--- src/rtl/mem_access_stage.sv ---
// rtl/mem_access_stage.sv - pipeline memory-access stage with ack timeout and sticky error
module mem_access_stage #(
  parameter int DATA_W  = 16,
  parameter int REG_W   = 3,
  parameter int TIMEOUT = 8
) (
  input  logic              clock,
  input  logic              reset,
  input  logic              valid_in,
  input  logic [DATA_W-1:0] alu_result,
  input  logic [DATA_W-1:0] store_data,
  input  logic [REG_W-1:0]  rd,
  input  logic              mem_read,
  input  logic              mem_write,
  input  logic              reg_write,
  input  logic              flush,
  input  logic              err_clr,
  output logic              stall_out,
  output logic              mem_req,
  output logic              mem_we,
  output logic [DATA_W-1:0] mem_addr,
  output logic [DATA_W-1:0] mem_wdata,
  input  logic [DATA_W-1:0] mem_rdata,
  input  logic              mem_ack,
  output logic              wb_valid,
  output logic              wb_we,
  output logic [DATA_W-1:0] wb_data,
  output logic [REG_W-1:0]  wb_rd,
  output logic              err
);

  localparam int CW = $clog2(TIMEOUT + 1);
  localparam logic [CW-1:0] TLAST = CW'(TIMEOUT - 1);

  typedef enum logic {IDLE, ACCESS} state_t;

  state_t           state;
  logic [CW-1:0]    tcount;
  logic [REG_W-1:0] lat_rd;
  logic             lat_reg_write;

  // upstream must hold while a memory access is outstanding
  assign stall_out = (state == ACCESS);

  // stage FSM: accept in IDLE, wait for ack or timeout in ACCESS; wb_valid pulses one cycle
  always_ff @(posedge clock or posedge reset) begin
    if (reset) begin
      state         <= IDLE;
      tcount        <= '0;
      lat_rd        <= '0;
      lat_reg_write <= 1'b0;
      mem_req       <= 1'b0;
      mem_we        <= 1'b0;
      mem_addr      <= '0;
      mem_wdata     <= '0;
      wb_valid      <= 1'b0;
      wb_we         <= 1'b0;
      wb_data       <= '0;
      wb_rd         <= '0;
      err           <= 1'b0;
    end else begin
      wb_valid <= 1'b0;
      wb_we    <= 1'b0;
      // clear first so a same-cycle set below takes precedence
      if (err_clr) err <= 1'b0;
      case (state)
        IDLE: begin
          if (valid_in && !flush) begin
            if (mem_read && mem_write) begin
              // illegal combination: report and retire without touching memory
              err      <= 1'b1;
              wb_valid <= 1'b1;
              wb_we    <= 1'b0;
              wb_rd    <= rd;
              wb_data  <= alu_result;
            end else if (mem_read || mem_write) begin
              mem_addr      <= alu_result;
              mem_wdata     <= store_data;
              mem_we        <= mem_write;
              mem_req       <= 1'b1;
              lat_rd        <= rd;
              lat_reg_write <= reg_write;
              tcount        <= '0;
              state         <= ACCESS;
            end else begin
              wb_valid <= 1'b1;
              wb_data  <= alu_result;
              wb_rd    <= rd;
              wb_we    <= reg_write && (rd != '0);
            end
          end
        end
        ACCESS: begin
          if (flush) begin
            mem_req <= 1'b0;
            mem_we  <= 1'b0;
            state   <= IDLE;
          end else if (mem_ack) begin
            // ack wins over a coinciding timeout
            mem_req  <= 1'b0;
            mem_we   <= 1'b0;
            wb_valid <= 1'b1;
            wb_rd    <= lat_rd;
            state    <= IDLE;
            if (mem_we) begin
              wb_we   <= 1'b0;
              wb_data <= mem_addr;
            end else begin
              wb_we   <= lat_reg_write && (lat_rd != '0);
              wb_data <= mem_rdata;
            end
          end else if (tcount == TLAST) begin
            mem_req  <= 1'b0;
            mem_we   <= 1'b0;
            err      <= 1'b1;
            wb_valid <= 1'b1;
            wb_we    <= 1'b0;
            wb_rd    <= lat_rd;
            wb_data  <= mem_addr;
            state    <= IDLE;
          end else begin
            tcount <= tcount + CW'(1);
          end
        end
        default: state <= IDLE;
      endcase
    end
  end

endmodule

--- config.mk ---
export PLATFORM = sky130hd
export DESIGN_NAME = mem_access_stage
export DESIGN_NICKNAME = d
export VERILOG_FILES = /design/src/rtl/mem_access_stage.sv
export SDC_FILE = /design/constraint.sdc
export NUM_CORES = 1
export LEC_CHECK = 0
export ABC_AREA = 1
export CORE_MARGIN = 5
export CORE_UTILIZATION = 45
export CTS_BUF_LIST = sky130_fd_sc_hd__clkbuf_16
export DETAILED_ROUTE_END_ITERATION = 8
export PLACE_DENSITY = 0.81
export SETUP_SLACK_MARGIN = 0.1
export SYNTH_ARGS = -nofsm -noshare
export SYNTH_HDL_FRONTEND = slang
export SYNTH_SLANG_ARGS = --single-unit
--- constraint.sdc ---
create_clock -name clock -period 2.95 [get_ports clock]
set_input_delay 0.59 -clock clock [delete_from_list [all_inputs] [get_ports clock]]
set_output_delay 0.59 -clock clock [all_outputs]
set_load 0.02 [all_outputs]
After elaboration in Yosys (flattened, before gate mapping)
Cells that the tools add are included.
{"block": "totals", "regBits": 65, "inputBits": 60, "output_inout_bits": 57}
{"block": "op_classes", "n_addsub": 1, "eq_ne": 10, "muxes": 61, "n_bitwise": 2, "n_reduce_logical": 12}
{"operator": "$mux W16", "count": 7}
{"operator": "$mux W1", "count": 33}
{"operator": "$pmux W16 S2", "count": 1}
{"operator": "$mux W4", "count": 6}
{"operator": "$mux W3", "count": 6}
{"operator": "$ne A2 B2 Y1 const B", "count": 6}
{"operator": "$pmux W1 S2", "count": 6}
{"operator": "$reduce_and A4 Y1", "count": 3}
{"operator": "$pmux W4 S2", "count": 1}
{"operator": "$pmux W3 S2", "count": 1}
{"operator": "$reduce_and A6 Y1", "count": 1}
{"operator": "$reduce_bool A3 Y1", "count": 2}
{"operator": "$add A4 B1 Y4 const B", "count": 1}
{"operator": "$eq A4 B3 Y1 const B", "count": 1}
{"operator": "$logic_and A1 B1 Y1", "count": 4}
{"operator": "$ne A4 B3 Y1 const B", "count": 1}
{"operator": "$ne A3 B2 Y1 const B", "count": 1}
{"operator": "$ne A3 B3 Y1 const B", "count": 1}
{"operator": "$not A1 Y1", "count": 2}
{"operator": "$logic_not A1 Y1", "count": 1}
{"operator": "$logic_or A1 B1 Y1", "count": 1}

Longest topological paths before layout
Gate-level depths: netlist of run 1.
{"block": "depth", "depth_word": 6, "depth_mapped": 9, "ltp_nobuf": 8}

Worst setup path after synthesis of run 1
OpenSTA, ideal clock, no wires.
{"block": "synth_timing", "path_kind": "input port to flip-flop", "start": "input mem_read", "end": "register mem_wdata[0]", "setup_ns": 0.117, "arrival_ns": 1.487, "required_time_ns": 2.833, "slack_ns": 1.346, "path_stages": 8, "path_buffers": 2, "cell_sequence": "inv_1 > ha_1 > nor2_4 > nand2_2 > buf_6 > buf_2 > nand2_1 > nand2_1"}
{"block": "synth_via", "elab_chain_cells": 3, "word_cells_on_any_way": 4}
{"element": "from (decl)", "line_no": "13", "text": "input logic mem_read,"}
{"element": "$logic_and A1 B1 Y1", "line_no": "69", "text": "if (mem_read && mem_write) begin"}
{"element": "$not A1 Y1 (no source line)"}
{"element": "$reduce_and A4 Y1 (no source line) (*)"}
{"element": "to (signal assigned)", "line_no": "78", "text": "mem_wdata <= store_data;"}
{"element": "to (decl)", "line_no": "22", "text": "output logic [DATA_W-1:0] mem_wdata,"}
Every way passes the cells marked *; elsewhere a longest branch is shown, timed or not.
A chain may end at the register's enable or synchronous reset.

Worst setup path after layout of run 1
{"block": "layout_timing", "start": "register state, in the netlist stall_out", "end": "output stall_out"}
{"element": "from (decl)", "line_no": "37", "text": "state_t state;"}
{"element": "from (signal assigned)", "line_no": "48", "text": "state <= IDLE;"}
{"element": "from (signal assigned)", "line_no": "84", "text": "state <= ACCESS;"}
{"element": "from (signal assigned)", "line_no": "97", "text": "state <= IDLE;"}
{"element": "to (decl)", "line_no": "18", "text": "output logic stall_out,"}
No word-level cell between the ends.

==> reports/results.ini, run 1 <==
[placement]
portBuffers = 116
dp_hpwl_um = 6603
dpl.cell_count = 610
gp_congestion = 0.8331

[drt]
drt_iter0_drc = 192
wl_um = 9275
viasPerCell = 4.998
route.detailed.wl_per_inst_um = 14.82
remaining_drc_errors = 0
detail-route-antenna-nets = 0
num_vias = 3129
dr.pass1.iters = 6

[floorplanning]
core-area_mm2 = 0.007137
rows = 31
start_util = 0.4541
pin_count = 117
die_h_um = 94.86
die_x_um = 94.86
die_area_mm2 = 0.008998

[timing]
maxSlewViolCount = 0
fmax_ghz = 0.4460
fin_crit_ns = 2.242
fin_crit_sh = 0.7601
setup_tns_ns = 0
tightestPinTransition_ns = 0.6240
rsz0062_at_grt = no
hold_violations = 0
finClkSkew_ns = 0.005088
setup_violations = 0
slew-limit-headroom = 0.5830

[clocking]
clk_pin_slew_worst_paths_ns = 0.05
postCtsSetupBuffers = 0
cts_tree = yes
htreeDepth = 3
cts.sinks = 65
clk_latency_ns = 0.32
hold_buffers = 0
cts_buffers = 9
root_buffer = clkbuf_16
post_cts_resized = 0
cts.path.max_buffers = 2

[global_routing]
antenna_found_initial = 0
grt_usage = 0.2167
grt-ovfl-total = 0
grt_max_degree = 42
first_global_vias = 3126
grt_pass1_wl_um = 15390

[setup_path]
worst-path-max-fanout = 12
critical_path_class = reg -> out
path_buf_inv = 1
path_cells = clkdlybuf4s50_1
worstPathArrival_ns = 1.65
startpoint_type = register
path_delay_family = buffers and inverters
end_kind = output port
slowest_stage = clkdlybuf4s50_1
required_ns = 2.36
cpPeakStageDelay_ns = 0.70

[finish]
area_growth_syn_to_layout_pct = 48.15
fin_nets = 585
final_util = 0.6727
final_common_cell = nand2_1
num_antenna_cells = 0
final_layout_size_suffix_gt1_frac = 0.08539
most-common-layout-cells = 170 x nand2_1, 116 x clkdlybuf4s50_1, 65 x dfrtp_1
fillCellCount = 568
final_cell_count_no_fill = 626
register_area_mm2 = 0.001627
multiInputGateArea_mm2 = 0.001359

[outcome]
outcome = finished, final reports clean

[synth]
syn_nets = 471
syn_avg_cell_area_um2 = 7.943
seq_area_frac_synth = 0.5019
syn_inst = 408
ys_types = 26
synth-seq-cells = 65
syn_area_mm2 = 0.003241
yosys_warnings = 0

[power]
p_leak_nw = 2.387
power.density_mw_per_mm2 = 724.8
peakVddDrop_uv = 306.8

[hold_path]
hold_path.class = reg -> reg

[flow_run]
max-cap-violations = 0

-- state kept, by name, summed over array words and instances (netlist names), 3 cells and up --
| name | flops |
|---|---|
| wb_data | 16 |
| lat_rd | 3 |
| wb_rd | 3 |
| tcount | 4 |
| mem_addr | 16 |
| mem_wdata | 16 |
-- through the flow --
| step | setup WS [ns] | hold WS [ns] | total power (W) | instance area [um^2] |
|---|---|---|---|---|
| floorplan | 0.7335 | 0.4537 | 0.001753 | 3241 |
| global placement | 0.6102 | 0.4593 | 0.002273 | 4466 |
| detailed placement | 0.4701 | 0.4619 | 0.002300 | 4466 |
| CTS | 0.7035 | 0.4797 | 0.003504 | 4801 |
| global route | 0.6425 | 0.4977 | 0.003656 | 4801 |
| finish | 0.7078 | 0.4761 | 0.003480 | 4801 |
-- synth_stat cells, drive strengths merged --
| cell type | instances | area [um^2] |
|---|---|---|
| a21oi | 17 | 133.9 |
| buf | 14 | 102.6 |
| clkbuf | 6 | 22.52 |
| dfrtp | 65 | 1627 |
| ha | 3 | 37.54 |
| inv | 34 | 130.1 |
| nand2 | 172 | 650.6 |
| nand3 | 43 | 215.2 |
| nand3b | 17 | 140.1 |
| nand4 | 1 | 6.260 |
| nor2 | 24 | 107.6 |
| nor3 | 1 | 5.000 |
| o21ai | 8 | 40.03 |
| o31ai | 1 | 7.510 |
| or2 | 1 | 6.260 |
| xnor2 | 1 | 8.760 |
-- power breakdown --
group | leakage, nW | total, W | switching, W | internal [W]
Sequential | 0.794 | 0.00121 | 0.000125 | 0.00108
Combinational | 1.43 | 0.00108 | 0.000582 | 0.000502
Clock | 0.164 | 0.00119 | 0.000373 | 0.000817
Total | 2.39 | 0.00348 | 0.00108 | 0.00240
-- area by class of cell --
type,instances,share of cell area
sequential,65,0.3388
clock inverter,7,0.02293
multi-input combinational,289,0.2830
inverter,34,0.02710
timing repair buffer,123,0.2554
tap,99,0.02580
clock buffer,9,0.04691
-- metal layers --
layer	track usage	share of wire	up-vias
li1	-	-	1507
met1	0.2919	0.43	1476
met2	0.3459	0.46	138
met3	0.06295	0.094	8
met4	0.05048	0.0089	0
met5	0	0	-
-- final timing paths --
path	from	to	slack, ns	depth (start not counted)
max in group asynchronous	reset	mem_we$_DFFE_PP0P_	1.69	3
max reg2reg	stall_out$_DFF_PP0_	wb_data[7]$_DFFE_PP0P_	0.87	9
min	wb_data[10]$_DFFE_PP0P_	wb_data[10]$_DFFE_PP0P_	0.48	2
min in group asynchronous	reset	mem_addr[13]$_DFFE_PP0P_	0.65	2
max	stall_out$_DFF_PP0_	stall_out	0.71	1
min reg2reg	wb_data[10]$_DFFE_PP0P_	wb_data[10]$_DFFE_PP0P_	0.48	2
-- cells by family after synthesis --
family          after synthesis  synth area share
compound gates               26           0.05598
buf+inv                      54           0.07876
xor+xnor                      1          0.002703
flops                        65            0.5019
simple gates                259            0.3490
fa+ha+maj                     3           0.01158
Power figures use the tool's default switching activity.
==> run 2: changes to the inputs <==
==> constraint.sdc (replaced) <==
create_clock -name clock -period 2.16 [get_ports clock]
set_input_delay 0.432 -clock clock [delete_from_list [all_inputs] [get_ports clock]]
set_output_delay 0.432 -clock clock [all_outputs]
set_load 0.02 [all_outputs]
==> run 2 against run 1 <==
Final cell count grew 0.48%. Hold slack got worse by 0.0040 ns. Non-clock buffer count up 4. Worst setup slack got worse by 0.33 ns. Highest routed layer unchanged. Cell area fell by 0.55%. Count of clock-buffer cells in the layout unchanged. Wire length down 2.0%. Largest cell class unchanged. Critical path type unchanged. Largest power group unchanged. Core utilization is 0.37 points lower. Sequential power rose by 36%.
==> reports/results.ini, run 2 (synthesis results as in run 1) <==
[clocking]
cts.path.max_buffers = 2  ; unchanged
hold_buffers = 0  ; unchanged
clk_pin_slew_worst_paths_ns = 0.05  ; about the same
post_cts_resized = 0  ; unchanged
cts_tree = yes  ; unchanged
postCtsSetupBuffers = 0  ; unchanged
cts.sinks = 65  ; unchanged
root_buffer = clkbuf_16  ; unchanged
htreeDepth = 3  ; unchanged
cts_buffers = 9  ; unchanged
clk_latency_ns = 0.32  ; about the same

[finish]
fillCellCount = 606  ; was 568
area_growth_syn_to_layout_pct = 47.34  ; was 48.15%
most-common-layout-cells = 170 x nand2_1, 116 x clkdlybuf4s50_1, 65 x dfrtp_1  ; unchanged
num_antenna_cells = 0  ; unchanged
fin_nets = 589  ; was 585
final_common_cell = nand2_1  ; unchanged
reg_top3 = mem_addr x16, mem_wdata x16, wb_data x16  ; unchanged
final_layout_size_suffix_gt1_frac = 0.08868  ; was 0.08539

[placement]
gp_congestion = 0.8028  ; was 0.8331
dp_hpwl_um = 6566  ; was 6603 um
portBuffers = 116  ; unchanged
pre_cts_ws_ns = 0.1245  ; was 0.4701 ns

[timing]
slew-limit-headroom = 0.7622  ; was 0.5830
rsz0062_at_grt = no  ; unchanged
hold_violations = 0  ; unchanged
finClkSkew_ns = 0.004054  ; was 0.005088 ns
worst_slack_ns = 0.3740  ; was 0.7078 ns
fin_crit_sh = 0.8268
maxSlewViolCount = 0  ; unchanged
fmax_ghz = 0.5599
setup_tns_ns = 0  ; unchanged
hold-worst-slack_ns = 0.4721  ; was 0.4761 ns
tightestPinTransition_ns = 0.3567  ; was 0.6240 ns
setup_violations = 0  ; unchanged
fin_crit_ns = 1.786

[power]
p_switching_w = 0.001447  ; was 0.001080 W
clkPwrFrac = 0.283  ; was 0.342
p_comb_frac = 0.343  ; was 0.311
p_leak_nw = 2.382  ; was 2.387 nW
peakVddDrop_uv = 563.7  ; was 306.8 uV
p_sw_frac = 0.3307  ; was 0.3103
internal_power_w = 0.002928  ; was 0.002400 W
seq_power_share = 0.374  ; was 0.347
power.density_mw_per_mm2 = 916.2  ; was 724.8 mW/mm^2
power_w = 0.004375  ; was 0.003480 W

[drt]
viasPerCell = 4.916  ; was 4.998
num_vias = 3092  ; was 3129
remaining_drc_errors = 0  ; unchanged
detail-route-antenna-nets = 0  ; unchanged
drt_iter0_drc = 185  ; was 192
wl_um = 9088  ; was 9275 um
dr.pass1.iters = 4  ; was 6
route.detailed.wl_per_inst_um = 14.45  ; was 14.82 um

[global_routing]
busiest_layer = met2  ; unchanged
grt_max_degree = 66  ; was 42
antenna_found_initial = 0  ; unchanged
grt_usage = 0.2100  ; was 0.2167
grtUsageMet3 = 0.06056  ; was 0.06295
grtUsageMet2 = 0.3594  ; was 0.3459
grt_util_met1 = 0.2476  ; was 0.2919
grt_pass1_wl_um = 14770  ; was 15390 um
first_global_vias = 3186  ; was 3126
grt-ovfl-total = 0  ; unchanged

[setup_path]
worstPathArrival_ns = 1.35  ; was 1.65 ns
startpoint_type = register  ; unchanged
end_kind = output port  ; unchanged
required_ns = 1.73  ; was 2.36 ns
path_delay_family = buffers and inverters  ; unchanged
path_cells = clkdlybuf4s50_1  ; unchanged
path_buf_inv = 1  ; unchanged
critical_path_class = reg -> out  ; unchanged
slowest_stage = clkdlybuf4s50_1  ; unchanged
cpPeakStageDelay_ns = 0.64  ; was 0.70 ns
worst-path-max-fanout = 3  ; was 12

[floorplanning]
pin_count = 117  ; unchanged
start_util = 0.4541  ; unchanged
die_h_um = 94.86  ; unchanged
rows = 31  ; unchanged
die_x_um = 94.86  ; unchanged
core-area_mm2 = 0.007137  ; unchanged
die_area_mm2 = 0.008998  ; unchanged

[outcome]
outcome = finished, final reports clean  ; unchanged

[flow_run]
max-cap-violations = 0  ; unchanged

[hold_path]
hold_path.class = reg -> reg  ; unchanged

==> run 2: metal layers <==
metal,up-vias,part of all wire
met3,12,0.097
li1,1508,-
met2,135,0.48
met4,0,0.015
met1,1437,0.41
met5,-,0
==> run 2: cell type report <==
class / instances / area, um^2 / area share
well taps: 99 / 123.9 / 0.02594
clock buffers: 9 / 225.2 / 0.04717
clock inverters: 6 / 28.78 / 0.006027
inverters: 34 / 130.1 / 0.02725
flip-flops and latches: 65 / 1627 / 0.3407
multi-input cells: 289 / 1359 / 0.2846
repair buffers: 127 / 1281 / 0.2683
==> run 2: worst reg2reg max path, cell delays in order (launching register included) <==
cell and delay (ns):
dfrtp_1 0.40, buf_4 0.21, inv_2 0.16, nor2_1 0.06, nand2_1 0.13, nand2_1 0.08, nor2_2 0.13, buf_12 0.17
nand2_1 0.06, nand2_1 0.06
==> run 2: worst paths after layout <==
path	from	end	slack, ns	cells past startpoint
worst min-delay path	mem_wdata[7]$_DFFE_PP0P_	mem_wdata[7]$_DFFE_PP0P_	0.47	2
worst max register to register	stall_out$_DFF_PP0_	wb_data[9]$_DFFE_PP0P_	0.64	9
worst max-delay path	mem_we$_DFFE_PP0P_	mem_we	0.37	1
worst min register to register	mem_wdata[7]$_DFFE_PP0P_	mem_wdata[7]$_DFFE_PP0P_	0.47	2
max in group asynchronous	reset	mem_addr[3]$_DFFE_PP0P_	1.36	3
min in group asynchronous	reset	mem_wdata[5]$_DFFE_PP0P_	0.49	3
==> run 2: power groups by stage <==
stage / combinational, W / clock [W] / sequential, W
after floorplan: 0.000468 / 0 / 0.00193
after global placement: 0.00147 / 0 / 0.00165
after detailed placement: 0.00151 / 0 / 0.00165
after CTS: 0.00152 / 0.00126 / 0.00164
after global routing: 0.00162 / 0.00131 / 0.00167
final: 0.00150 / 0.00124 / 0.00164
==> run 2: through the flow <==
step / utilization / instances / cell area, um^2
4_1_cts: 0.6690 / 629 / 4775
5_1_grt: 0.6690 / 629 / 4775
2_1_floorplan: - / 408 / 3241
3_5_place_dp: 0.6334 / 614 / 4521
3_3_place_gp: 0.6334 / 614 / 4521
6_report: 0.6690 / 629 / 4775
==> run 3: changes to the inputs <==
==> constraint.sdc (replaced) <==
create_clock -name clock -period 1.8 [get_ports clock]
set_input_delay 0.36 -clock clock [delete_from_list [all_inputs] [get_ports clock]]
set_output_delay 0.36 -clock clock [all_outputs]
set_load 0.02 [all_outputs]
==> run 3 against run 2 <==
Final cell count is 0.79% higher. Hold slack got worse by 0.043 ns. First-iteration DRC count is 16% lower. Via count up 1.3%. Die area unchanged. Sequential power rose by 20%. Sequential share of layout area fell by 1.0 points. Critical endpoint is now wb_rd[2]. Largest cell class unchanged. Largest power group unchanged. Highest routed layer unchanged.
==> reports/results.ini, run 3 (synthesis results as in run 1) <==
[setup_path]
end_kind = output port  ; unchanged
worstPathArrival_ns = 1.31  ; was 1.35 ns
critical_path_class = reg -> out  ; unchanged
r2r_end = wb_data[15]$_DFFE_PP0P_  ; was wb_data[9]$_DFFE_PP0P_
r2r-start = tcount[0]$_DFFE_PP0P_  ; was stall_out$_DFF_PP0_
reg2reg_depth = 8  ; was 9
path_cells = clkdlybuf4s50_1  ; unchanged
worst-path-max-fanout = 2  ; was 3
required_ns = 1.44  ; was 1.73 ns
slowest_stage = clkdlybuf4s50_1  ; unchanged
startpoint_type = register  ; unchanged
cpPeakStageDelay_ns = 0.64  ; about the same
path_delay_family = buffers and inverters  ; unchanged
path_buf_inv = 1  ; unchanged
r2r_setup_slack_ns = 0.32  ; was 0.64 ns

[timing]
tightestPinTransition_ns = 0.4723  ; was 0.3567 ns
fin_crit_ns = 1.671
worst_slack_ns = 0.1295  ; was 0.3740 ns
setup_tns_ns = 0  ; unchanged
setup_violations = 0  ; unchanged
finClkSkew_ns = 0.005568  ; was 0.004054 ns
fin_crit_sh = 0.9281
hold_violations = 0  ; unchanged
slew-limit-headroom = 0.6845  ; was 0.7622
maxSlewViolCount = 0  ; unchanged
rsz0062_at_grt = no  ; unchanged
fmax_ghz = 0.5986

[finish]
num_antenna_cells = 0  ; unchanged
most-common-layout-cells = 169 x nand2_1, 106 x clkdlybuf4s50_1, 65 x dfrtp_1  ; was 170 x nand2_1, 116 x clkdlybuf4s50_1, 65 x dfrtp_1
final_common_cell = nand2_1  ; unchanged
fin_area_mm2 = 0.004925  ; was 0.004775 mm^2
fillCellCount = 565  ; was 606
final_layout_size_suffix_gt1_frac = 0.1009  ; was 0.08868
area_growth_syn_to_layout_pct = 51.97  ; was 47.34%
final_cell_count_no_fill = 634  ; was 629
fin_nets = 593  ; was 589
reg_top3 = mem_addr x16, mem_wdata x16, wb_data x16  ; unchanged

[global_routing]
antenna_found_initial = 0  ; unchanged
first_global_vias = 3022  ; was 3186
grt_max_degree = 30  ; was 66
grt_usage = 0.2133  ; was 0.2100
grt_pass1_wl_um = 14850  ; was 14770 um
grt-ovfl-total = 0  ; unchanged

[floorplanning]
die_h_um = 94.86  ; unchanged
start_util = 0.4541  ; unchanged
rows = 31  ; unchanged
core-area_mm2 = 0.007137  ; unchanged
pin_count = 117  ; unchanged
die_area_mm2 = 0.008998  ; unchanged
die_x_um = 94.86  ; unchanged

[drt]
viasPerCell = 4.942  ; was 4.916
wl_um = 9161  ; was 9088 um
detail-route-antenna-nets = 0  ; unchanged
remaining_drc_errors = 0  ; unchanged
dr.pass1.iters = 4  ; unchanged
route.detailed.wl_per_inst_um = 14.45  ; about the same
num_vias = 3133  ; was 3092
drt_iter0_drc = 155  ; was 185

[power]
peakVddDrop_uv = 666.9  ; was 563.7 uV
power_w = 0.005587  ; was 0.004375 W
power.density_mw_per_mm2 = 1134  ; was 916.2 mW/mm^2
p_leak_nw = 2.544  ; was 2.382 nW

[flow_run]
max-cap-violations = 0  ; unchanged

[clocking]
root_buffer = clkbuf_16  ; unchanged
clk_pin_slew_worst_paths_ns = 0.05  ; about the same
htreeDepth = 3  ; unchanged
cts_buffers = 9  ; unchanged
clk_latency_ns = 0.33  ; was 0.32 ns
cts_tree = yes  ; unchanged
cts.path.max_buffers = 2  ; unchanged
cts.sinks = 65  ; unchanged

[placement]
pre_cts_ws_ns = -0.1371  ; was 0.1245 ns
dp_hpwl_um = 6709  ; was 6566 um
gp_congestion = 0.8335  ; was 0.8028
post_dp_cell_area_mm2 = 0.004592  ; was 0.004521 mm^2
dpl.cell_count = 618  ; was 614
portBuffers = 116  ; unchanged

[hold_path]
hold_path.class = in -> async  ; was reg -> reg

[outcome]
outcome = finished, final reports clean  ; unchanged

## run 3: changes by cell type in the layout (fill, tap and decap cells not counted), sizes merged, moves of 2 or more
| cell | delta |
|---|---|
| bufinv | +2 |
| dlygate4sd2 | +2 |
| clkdlybuf4s50 | -10 |
| buf | +4 |
| clkinvlp | +2 |
| dlymetal6s2s | +8 |
| clkinv | -2 |
## run 3: timing repair
item	CTS	global route
setup endpoints to repair	2	11
hold buffers	0	0
setup buffers	0	0
gates resized for setup	2	9
## run 3: how the worst max path moves through the flow
stage	start	cells past startpoint	end	slack (ns)
floorplan	stall_out$_DFF_PP0_	7	mem_wdata[0]$_DFFE_PP0P_	0.41
global placement	mem_write	9	wb_rd[2]$_DFFE_PP0P_	-0.08
detailed placement	mem_write	9	wb_data[15]$_DFFE_PP0P_	-0.14
CTS	wb_data[8]$_DFFE_PP0P_	1	wb_data[8]	0.11
global route	mem_addr[5]$_DFFE_PP0P_	1	mem_addr[5]	0.10
finish	wb_rd[2]$_DFFE_PP0P_	1	wb_rd[2]	0.13
## run 3: area by class of cell
type	instances	area [um^2]	share of cell area
clock inverter	7	87.58	0.01778
clock buffer	9	225.2	0.04573
multi-input combinational	289	1361	0.2764
inverter	34	133.9	0.02718
tap	99	123.9	0.02515
sequential	65	1627	0.3303
timing repair buffer	131	1366	0.2774
## run 3: power by group
part | switching [W] | total [W] | internal [W] | leakage [nW]
combinational | 0.000962 | 0.00181 | 0.000847 | 1.60
clock | 0.000613 | 0.00181 | 0.00120 | 0.154
sequential | 0.000194 | 0.00197 | 0.00177 | 0.794
## run 3: routing by layer
| metal | share of wire | track usage |
|---|---|---|
| met1 | 0.40 | 0.2663 |
| met3 | 0.093 | 0.06295 |
| met5 | 0 | 0 |
| met4 | 0.0088 | 0.05529 |
| met2 | 0.49 | 0.3617 |
## run 3: stage by stage
step | utilization | hold WS, ns
detailed placement | 0.6434 | 0.4584
finish | 0.6900 | 0.4289
CTS | 0.6869 | 0.4449
floorplan | - | 0.4537
global route | 0.6900 | 0.4854
global placement | 0.6434 | 0.4571
